==> config.mk <==
export PLATFORM = sky130hd
export DESIGN_NAME = pipe_ctrl
export DESIGN_NICKNAME = d
export VERILOG_FILES = /design/src/rtl/pipe_ctrl_pkg.sv /design/src/rtl/sat_counter.sv /design/src/rtl/pipe_ctrl.sv
export SDC_FILE = /design/constraint.sdc
export NUM_CORES = 1
export LEC_CHECK = 0
export CAP_MARGIN = 5
export CORE_ASPECT_RATIO = 1.75
export CORE_UTILIZATION = 47
export CTS_CLUSTER_SIZE = 20
export DETAILED_ROUTE_END_ITERATION = 10
export PLACE_DENSITY = 0.76
export SYNTH_ARGS = -nofsm -noshare
export SYNTH_HDL_FRONTEND = slang
export SYNTH_SLANG_ARGS = --single-unit
==> constraint.sdc <==
create_clock -name clk -period 2.15 [get_ports clk]
set_input_delay 0.215 -clock clk [delete_from_list [all_inputs] [get_ports clk]]
set_output_delay 0.215 -clock clk [all_outputs]
set_load 0.05 [all_outputs]
==> src/rtl/pipe_ctrl_pkg.sv <==
// Shared state encoding, default abort timeout and stage-control bundle for pipe_ctrl.
package pipe_ctrl_pkg;

  localparam logic [1:0] StRun     = 2'd0;
  localparam logic [1:0] StLuStall = 2'd1;
  localparam logic [1:0] StMwait   = 2'd2;

  localparam int unsigned TimeoutDefault = 200;

  typedef struct packed {
    logic pc_we;
    logic ifid_we;
    logic idex_we;
    logic exmem_we;
    logic memwb_we;
    logic ifid_flush;
    logic idex_flush;
    logic memwb_bubble;
  } ctrl_t;

  function automatic ctrl_t ctrl_default();
    ctrl_t c;
    c          = '0;
    c.pc_we    = 1'b1;
    c.ifid_we  = 1'b1;
    c.idex_we  = 1'b1;
    c.exmem_we = 1'b1;
    c.memwb_we = 1'b1;
    return c;
  endfunction

  // Whole front end held; WB keeps draining with a bubble so no result retires twice.
  function automatic ctrl_t ctrl_freeze();
    ctrl_t c;
    c              = '0;
    c.memwb_we     = 1'b1;
    c.memwb_bubble = 1'b1;
    return c;
  endfunction

endpackage

==> src/rtl/sat_counter.sv <==
// Free-running event counter that sticks at all-ones instead of wrapping.
module sat_counter #(
  parameter int unsigned CNT_W = 32
) (
  input  logic             clk,
  input  logic             inc,
  input  logic             clear,
  output logic [CNT_W-1:0] q
);

  logic [CNT_W-1:0] cnt_q;

  always_ff @(posedge clk) begin
    if (clear) begin
      cnt_q <= '0;
    end else if (inc && (cnt_q != '1)) begin
      cnt_q <= cnt_q + CNT_W'(1);
    end
  end

  assign q = cnt_q;

endmodule

==> src/rtl/pipe_ctrl.sv <==
// Pipeline hazard controller: load-use stall, branch flush and data-memory wait with timeout,
// plus saturating stall/flush performance counters.
module pipe_ctrl
  import pipe_ctrl_pkg::*;
#(
  parameter int unsigned TIMEOUT = TimeoutDefault,
  parameter int unsigned CNT_W   = 32
) (
  input  logic             clk,
  input  logic             rst,
  input  logic             stall_req,
  input  logic             b_jump,
  input  logic             dmem_req,
  input  logic             dmem_ready,
  output logic             pc_we,
  output logic             ifid_we,
  output logic             idex_we,
  output logic             exmem_we,
  output logic             memwb_we,
  output logic             ifid_flush,
  output logic             idex_flush,
  output logic             memwb_bubble,
  output logic [1:0]       state,
  output logic             mem_err,
  output logic [CNT_W-1:0] stall_cycles,
  output logic [CNT_W-1:0] flush_count
);

  localparam int unsigned      WaitW    = $clog2(TIMEOUT + 1);
  localparam logic [WaitW-1:0] WaitLast = WaitW'(TIMEOUT - 1);

  logic [1:0]       state_q, state_d;
  logic [WaitW-1:0] wait_q, wait_d;
  ctrl_t            ctrl;
  logic             mem_err_c;
  logic             mem_wait;

  assign mem_wait = dmem_req & ~dmem_ready;

  always_comb begin
    ctrl      = ctrl_default();
    mem_err_c = 1'b0;
    state_d   = StRun;
    wait_d    = wait_q;

    case (state_q)
      StRun, StLuStall: begin
        if (mem_wait) begin
          ctrl    = ctrl_freeze();
          state_d = StMwait;
          wait_d  = '0;
        end else if (b_jump) begin
          ctrl.ifid_flush = 1'b1;
          ctrl.idex_flush = 1'b1;
        end else if (stall_req && (state_q == StRun)) begin
          ctrl.pc_we      = 1'b0;
          ctrl.ifid_we    = 1'b0;
          ctrl.idex_flush = 1'b1;
          state_d         = StLuStall;
        end
      end

      StMwait: begin
        if (dmem_ready) begin
          // Release: anything held during the wait is honoured now.
          if (b_jump) begin
            ctrl.ifid_flush = 1'b1;
            ctrl.idex_flush = 1'b1;
          end else if (stall_req) begin
            ctrl.pc_we      = 1'b0;
            ctrl.ifid_we    = 1'b0;
            ctrl.idex_flush = 1'b1;
            state_d         = StLuStall;
          end
        end else if (wait_q == WaitLast) begin
          // Abort release; the access is still outstanding, so stall_req stays masked here.
          mem_err_c = 1'b1;
          if (b_jump) begin
            ctrl.ifid_flush = 1'b1;
            ctrl.idex_flush = 1'b1;
          end
        end else begin
          ctrl    = ctrl_freeze();
          state_d = StMwait;
          if (wait_q != '1) begin
            wait_d = wait_q + WaitW'(1);
          end
        end
      end

      default: ;
    endcase

    if (rst) begin
      ctrl      = ctrl_default();
      mem_err_c = 1'b0;
    end
  end

  always_ff @(posedge clk) begin
    if (rst) begin
      state_q <= StRun;
      wait_q  <= '0;
    end else begin
      state_q <= state_d;
      wait_q  <= wait_d;
    end
  end

  assign pc_we        = ctrl.pc_we;
  assign ifid_we      = ctrl.ifid_we;
  assign idex_we      = ctrl.idex_we;
  assign exmem_we     = ctrl.exmem_we;
  assign memwb_we     = ctrl.memwb_we;
  assign ifid_flush   = ctrl.ifid_flush;
  assign idex_flush   = ctrl.idex_flush;
  assign memwb_bubble = ctrl.memwb_bubble;
  assign mem_err      = mem_err_c;
  assign state        = state_q;

  sat_counter #(
    .CNT_W (CNT_W)
  ) u_stall_cnt (
    .clk   (clk),
    .inc   (~ctrl.pc_we),
    .clear (rst),
    .q     (stall_cycles)
  );

  sat_counter #(
    .CNT_W (CNT_W)
  ) u_flush_cnt (
    .clk   (clk),
    .inc   (ctrl.ifid_flush),
    .clear (rst),
    .q     (flush_count)
  );

endmodule

==> results.json <==
{
  "fillers": 650,
  "cts_root_buffer": "clkbuf_16",
  "rr_worst_depth": 8,
  "clock_latency_ns": 0.34,
  "worstSetupStartpoint": "wait_q[0]",
  "grt_pass1_wl_um": 19800,
  "clk_pin_slew_ns": 0.05,
  "avgSynthCellArea_um2": 8.32,
  "grt_pass1_vias": 4423,
  "port_buffers": 79,
  "routed_wl_um": 12800,
  "finalPower_mw": 3.09,
  "synthArstFlopShare": 0,
  "setup_viol": 0,
  "die_y_um": 126,
  "dpl_cell_area_um2": 5770,
  "crit_required_ns": 2.41,
  "criticalPathCategory": "flip-flop to flip-flop",
  "seq_area_um2": 1590,
  "min_path_type": "input pin to flip-flop",
  "skew_ns": 0.00497,
  "drtIter0Drc": 227,
  "wl_per_cell_um": 16.7,
  "max_slew_margin": 0.651,
  "dr.pass1.iters": 6,
  "drv_slew": 0,
  "vias": 4604,
  "numCtsBuffers": 9,
  "final_area_um2": 6320,
  "overflow": 0,
  "yosys_warnings": 0,
  "start_util": 0.482,
  "netlist_top_cells_area": "dfxtp_1 36%, a21oi_1 6.0%, or4_1 4.3%",
  "synth-edff-count": 0,
  "antenna_found_initial": 0,
  "area_delta_synth_final_pct": 52.2,
  "drcViolationCount": 0,
  "drive_gt1_frac": 0.345,
  "ys_ff_latch": 74,
  "nNetsFinal": 653,
  "final_util": 0.733,
  "track_usage": 0.272,
  "max_slew.worst_pin.slew_ns": 0.520,
  "worst-path-max-fanout": 5,
  "endpoint_kind": "flip-flop",
  "rsz0062_at_grt": "yes",
  "clk_path_buf_depth": 2,
  "fp.dieW_um": 73.0,
  "startpoint_type": "flip-flop",
  "hold_buffers": 0,
  "ys_types": 57,
  "die_area_um2": 9230,
  "synth-main-ff-cell": "dfxtp_1",
  "ios": 81,
  "via_per_inst": 6.01,
  "antenna_left": 0,
  "vdd_drop_max_uv": 428,
  "hold_path_startpoint": "rst",
  "numClockSinks": 74,
  "ys_seq_area_frac": 0.357,
  "holdWs_ns": 0.245,
  "synth_nets": 508,
  "dp_hpwl_um": 8740,
  "cts_tree": "done",
  "synth_top_area_share": 0.357,
  "diodes": 0,
  "place_congestion": 0.852,
  "fin_crit_ns": 2.15,
  "p_leak_nw": 2.19,
  "yosysTopAreaCell": "dfxtp_1",
  "finalCritPeriodShare": 0.999,
  "postSynthCellCount": 499,
  "critPathArrivalTime_ns": 2.41,
  "outcome": "completed",
  "grt_max_degree": 33,
  "maxCapViolCount": 0,
  "r2r_start": "wait_q[0]",
  "hold_viol": 0,
  "max_clock_freq_ghz": 0.465,
  "num_rows": 45,
  "cts_max_level": 3,
  "multi_input_area_um2": 2660,
  "core_um2": 8610,
  "syn_area_um2": 4150,
  "hold_depth": 3,
  "power_density_nw_per_um2": 490
}
==> through the flow <==
stage / setup TNS [ns] / cells / worst slack, ns
detailed placement: -2.33 / 735 / -0.134
finish: 0 / 766 / 0.00119
CTS: 0 / 759 / 0.00369
global placement: -0.838 / 735 / -0.0781
global route: -0.239 / 766 / -0.0804
floorplan: -0.412 / 499 / -0.174
==> final cells by class <==
type,instances,share of cell area
multi-input combinational,378,0.422
sequential,74,0.252
timing repair buffer,169,0.251
clock buffer,14,0.0418
tap,117,0.0232
inverter,12,0.00832
clock inverter,2,0.00178
==> what timing repair did <==
item | in CTS | in global routing
setup buffers | 7 | 8
cloned | 1 | 1
setup endpoints to repair | 19 | 35
gates resized for setup | 11 | 21
pin swaps | 3 | 14
endpoints found under the hold margin | 0 | 0
==> where the power goes <==
group	total (mW)	internal, mW	switching (mW)
Clock	1.41	0.844	0.565
Sequential	1.37	1.36	0.0114
Combinational	0.314	0.128	0.186
Total	3.09	2.33	0.763
==> final timing paths <==
path / to / slack, ns
min reg2reg: wait_q[5] / 0.49
max reg2reg: u_flush_cnt.q[26] / 0.001
min: state[0] / 0.24
max: u_flush_cnt.q[26] / 0.001
==> Yosys cell counts, types with 10 or more instances <==
cell type / n
nand3_1: 29
nor2b_1: 13
a21oi_1: 50
or4_1: 24
nor2_1: 29
o21ai_0: 26
nand2_1: 28
o31ai_1: 21
nand4_1: 20
nor4_1: 10
and3_1: 11
clkbuf_1: 20
or3_1: 22
dfxtp_1: 74
inv_1: 12
==> worst max-delay path: stages (launching register included) <==
cell and delay, ns:
dfxtp_2 0.35, ha_4 0.14, and4_4 0.21, a311o_1 0.29, buf_4 0.16, nand4_1 0.19
buf_4 0.21, or4_1 0.39, a21oi_1 0.12
==> flip-flops by register name (all words and copies together), names as in the netlist <==
| signal | flops |
|---|---|
| state | 2 |
| u_flush_cnt.q | 32 |
| u_stall_cnt.q | 32 |
| wait_q | 8 |
==> cells by family (layout without fill, tap and decap cells) <==
kind of cell | Yosys count | count (layout) | synth area share
other cells | 1 | 1 | 0.000904
fa+ha+maj | 3 | 3 | 0.00905
flops | 74 | 74 | 0.357
compound gates | 133 | 133 | 0.204
mux | 15 | 15 | 0.0425
simple gates | 226 | 226 | 0.333
buf+inv | 47 | 197 | 0.0534
==> per-layer routing <==
| metal | part of all wire | global-route usage | up-vias |
|---|---|---|---|
| met5 | 0 | 0 | - |
| met4 | 0.029 | 0.125 | 0 |
| met3 | 0.044 | 0.0540 | 40 |
| met2 | 0.54 | 0.495 | 140 |
| met1 | 0.39 | 0.291 | 2200 |
| li1 | - | - | 2224 |
==> placed cells by master, fill, tap and decap left out, types with 4 or more instances in the layout <==
cell type        Yosys  final
a21oi_1             50     44
a21oi_2              1      6
and2_1               5      5
and3_1              11     11
and4_1               8      7
buf_12               0      9
buf_4                5     82
buf_6                1      5
clkbuf_16            0     10
clkdlybuf4s50_1      0     70
dfxtp_1             74     22
dfxtp_2              0     34
dfxtp_4              0     18
inv_1               12      9
mux2_2               8      7
mux2_4               3      4
nand2_1             28     25
nand3_1             29     28
nand4_1             20     20
nor2_1              29     29
nor2b_1             13     12
nor3_1               6      5
nor4_1              10      5
nor4_2               4      8
o21ai_0             26     26
o311ai_0             8      8
o31ai_1             21     19
o41ai_1              8      8
or3_1               22     22
or4_1               24     17
or4_4                1      8
Power figures use the tool's default switching activity.
==> RTL edit (config.mk and constraints unchanged) <==
`CNT_W` is set to 32 in 2 places; all go to 16.
--- a/src/rtl/sat_counter.sv
+++ b/src/rtl/sat_counter.sv
@@ -1,6 +1,6 @@
 // Free-running event counter that sticks at all-ones instead of wrapping.
 module sat_counter #(
-  parameter int unsigned CNT_W = 32
+  parameter int unsigned CNT_W = 16
 ) (
   input  logic             clk,
   input  logic             inc,
--- a/src/rtl/pipe_ctrl.sv
+++ b/src/rtl/pipe_ctrl.sv
@@ -4,7 +4,7 @@
   import pipe_ctrl_pkg::*;
 #(
   parameter int unsigned TIMEOUT = TimeoutDefault,
-  parameter int unsigned CNT_W   = 32
+  parameter int unsigned CNT_W   = 16
 ) (
   input  logic             clk,
   input  logic             rst,
Interface: changed (resized flush_count and stall_cycles); port bits go from 81 to 49. The function was not compared with the original's and may differ.
==> RTL edit against the unedited design <==
- clock power decreased by 48%
- synthesized cell count down 48%
- power shrank 43%
- design area down 49%
- sequential cell count decreased by 32
- non-clock buffer count fell by 92
- area after synthesis fell by 47%
- setup slack better by 36 ps
- combinational power decreased by 24%
- first-iteration DRC count fell by 69%
- routed wire length down 54%
- largest power group is now registers
- highest routed layer unchanged
==> RTL edit: results (changes against the unedited design) <==
clock insertion delay at the later pin of the skew report: 290 ps (-50 ps)
bufs w/o clock: 77 (-54%)
DRT Pass-1 Iters: 4 (-2)
largest net degree at the start of global routing: 27 (-18%)
DR WL met2: 3.30 mm (-52%)
synth unique cells: 46 (-19%)
Worst Hold Launch: u_stall_cnt.q[2]$_SDFFE_PP0P_
multi-input gates: 199 (-47%)
Max H-tree Level: 2 (-1)
gp weighted congestion: 0.783 (-8.1%)
P_leak: 1.15 nW (-47%)
NonClk Buf Share: 24.9% (-0.25 points)
FF-to-FF path depth: 7 (-1)
GR met1 Demand/Resource: 23.2% (-5.9 points)
fill count: 340 (-48%)
first-pass GRT wire length: 9.29 mm (-53%)
post-CTS resize count: 8 (-3)
Seq group: 0.797 mW (-42%)
Met1 Wirelength: 2.23 mm (-55%)
WP data arrival: 1900 ps (-510 ps)
Worst setup startpoint: wait_q[1]$_SDFFE_PP0P_
Final clock-cell share: 4.29% (-0.073 points)
vias: 2280 (-50%)
HPWL after detailed placement: 4.25 mm (-51%)
Mean Syn Cell Area: 8.52 µm² (+2.5%)
clock-pin slew on the worst setup and hold paths: 90 ps (+40 ps)
CP top delay family: compound AO/OA/AOI/OAI gates
CP Class: reg -> out
P_clk: 0.739 mW (-48%)
slowest library cell on the worst path: dfxtp_2
Mapped Nets: 268 (-47%)
fin cells: 381 (-50%)
min-delay worst type: reg -> reg
fraction of area in registers: 26.6% (+1.4 points)
FFs & Latches: 42 (-43%)
Worst Max-Slew Pin Slew: 557 ps (+37.6 ps)
drt total wl: 5.84 mm (-54%)
reg-to-reg slack, setup: 70 ps (+70 ps)
nets@finish: 338 (-48%)
net load switching power: 0.421 mW (-45%)
status: completed
Hold EP: u_stall_cnt.q[2]$_SDFFE_PP0P_
Final Skew: 10.6 ps (+5.60 ps)
synth cell count leaders: dfxtp_1 (42), a21oi_1 (20), nand3_1 (19), nor2_1 (19)
R2R Path End: u_stall_cnt.q[8]$_SDFFE_PP0P_
Root Buffer: clkbuf_8
CP max FO: 26 (+21)
grt met3 use: 4.93% (-0.48 points)
clock buf count: 5 (-9)
sequential area share after synthesis: 38.1% (+2.4 points)
VDD IR max: 0.497 mV (+16%)
==> RTL edit: worst max path at each step <==
stage	to	slack, ps	cells after the start
after floorplan	idex_we	-310	7
after global placement	u_stall_cnt.q[12]$_SDFFE_PP0P_	-130	7
after detailed placement	u_stall_cnt.q[12]$_SDFFE_PP0P_	-200	7
after CTS	exmem_we	-10	8
after global routing	ifid_we	-3	7
final	pc_we	40	7
==> RTL edit: per-stage QoR <==
step	hold slack, ps	setup WS [ps]	cell area [µm²]	util, %	power [mW]
2_1_floorplan	445	-310	2250	-	0.948
3_3_place_gp	473	-127	3000	67.4	1.05
3_5_place_dp	480	-203	3000	67.4	1.05
4_1_cts	493	-13.2	3180	71.6	1.78
5_1_grt	509	-3.35	3210	72.3	1.84
6_report	486	37.2	3210	72.3	1.78
==> RTL edit: kinds of logic after synthesis <==
group	synth area share (%)
simple gates	30.1
fa+ha+maj	1.70
xor+xnor	2.78
compound gates	20.6
other cells	0.170
buf+inv	3.63
mux	2.89
flops	38.1
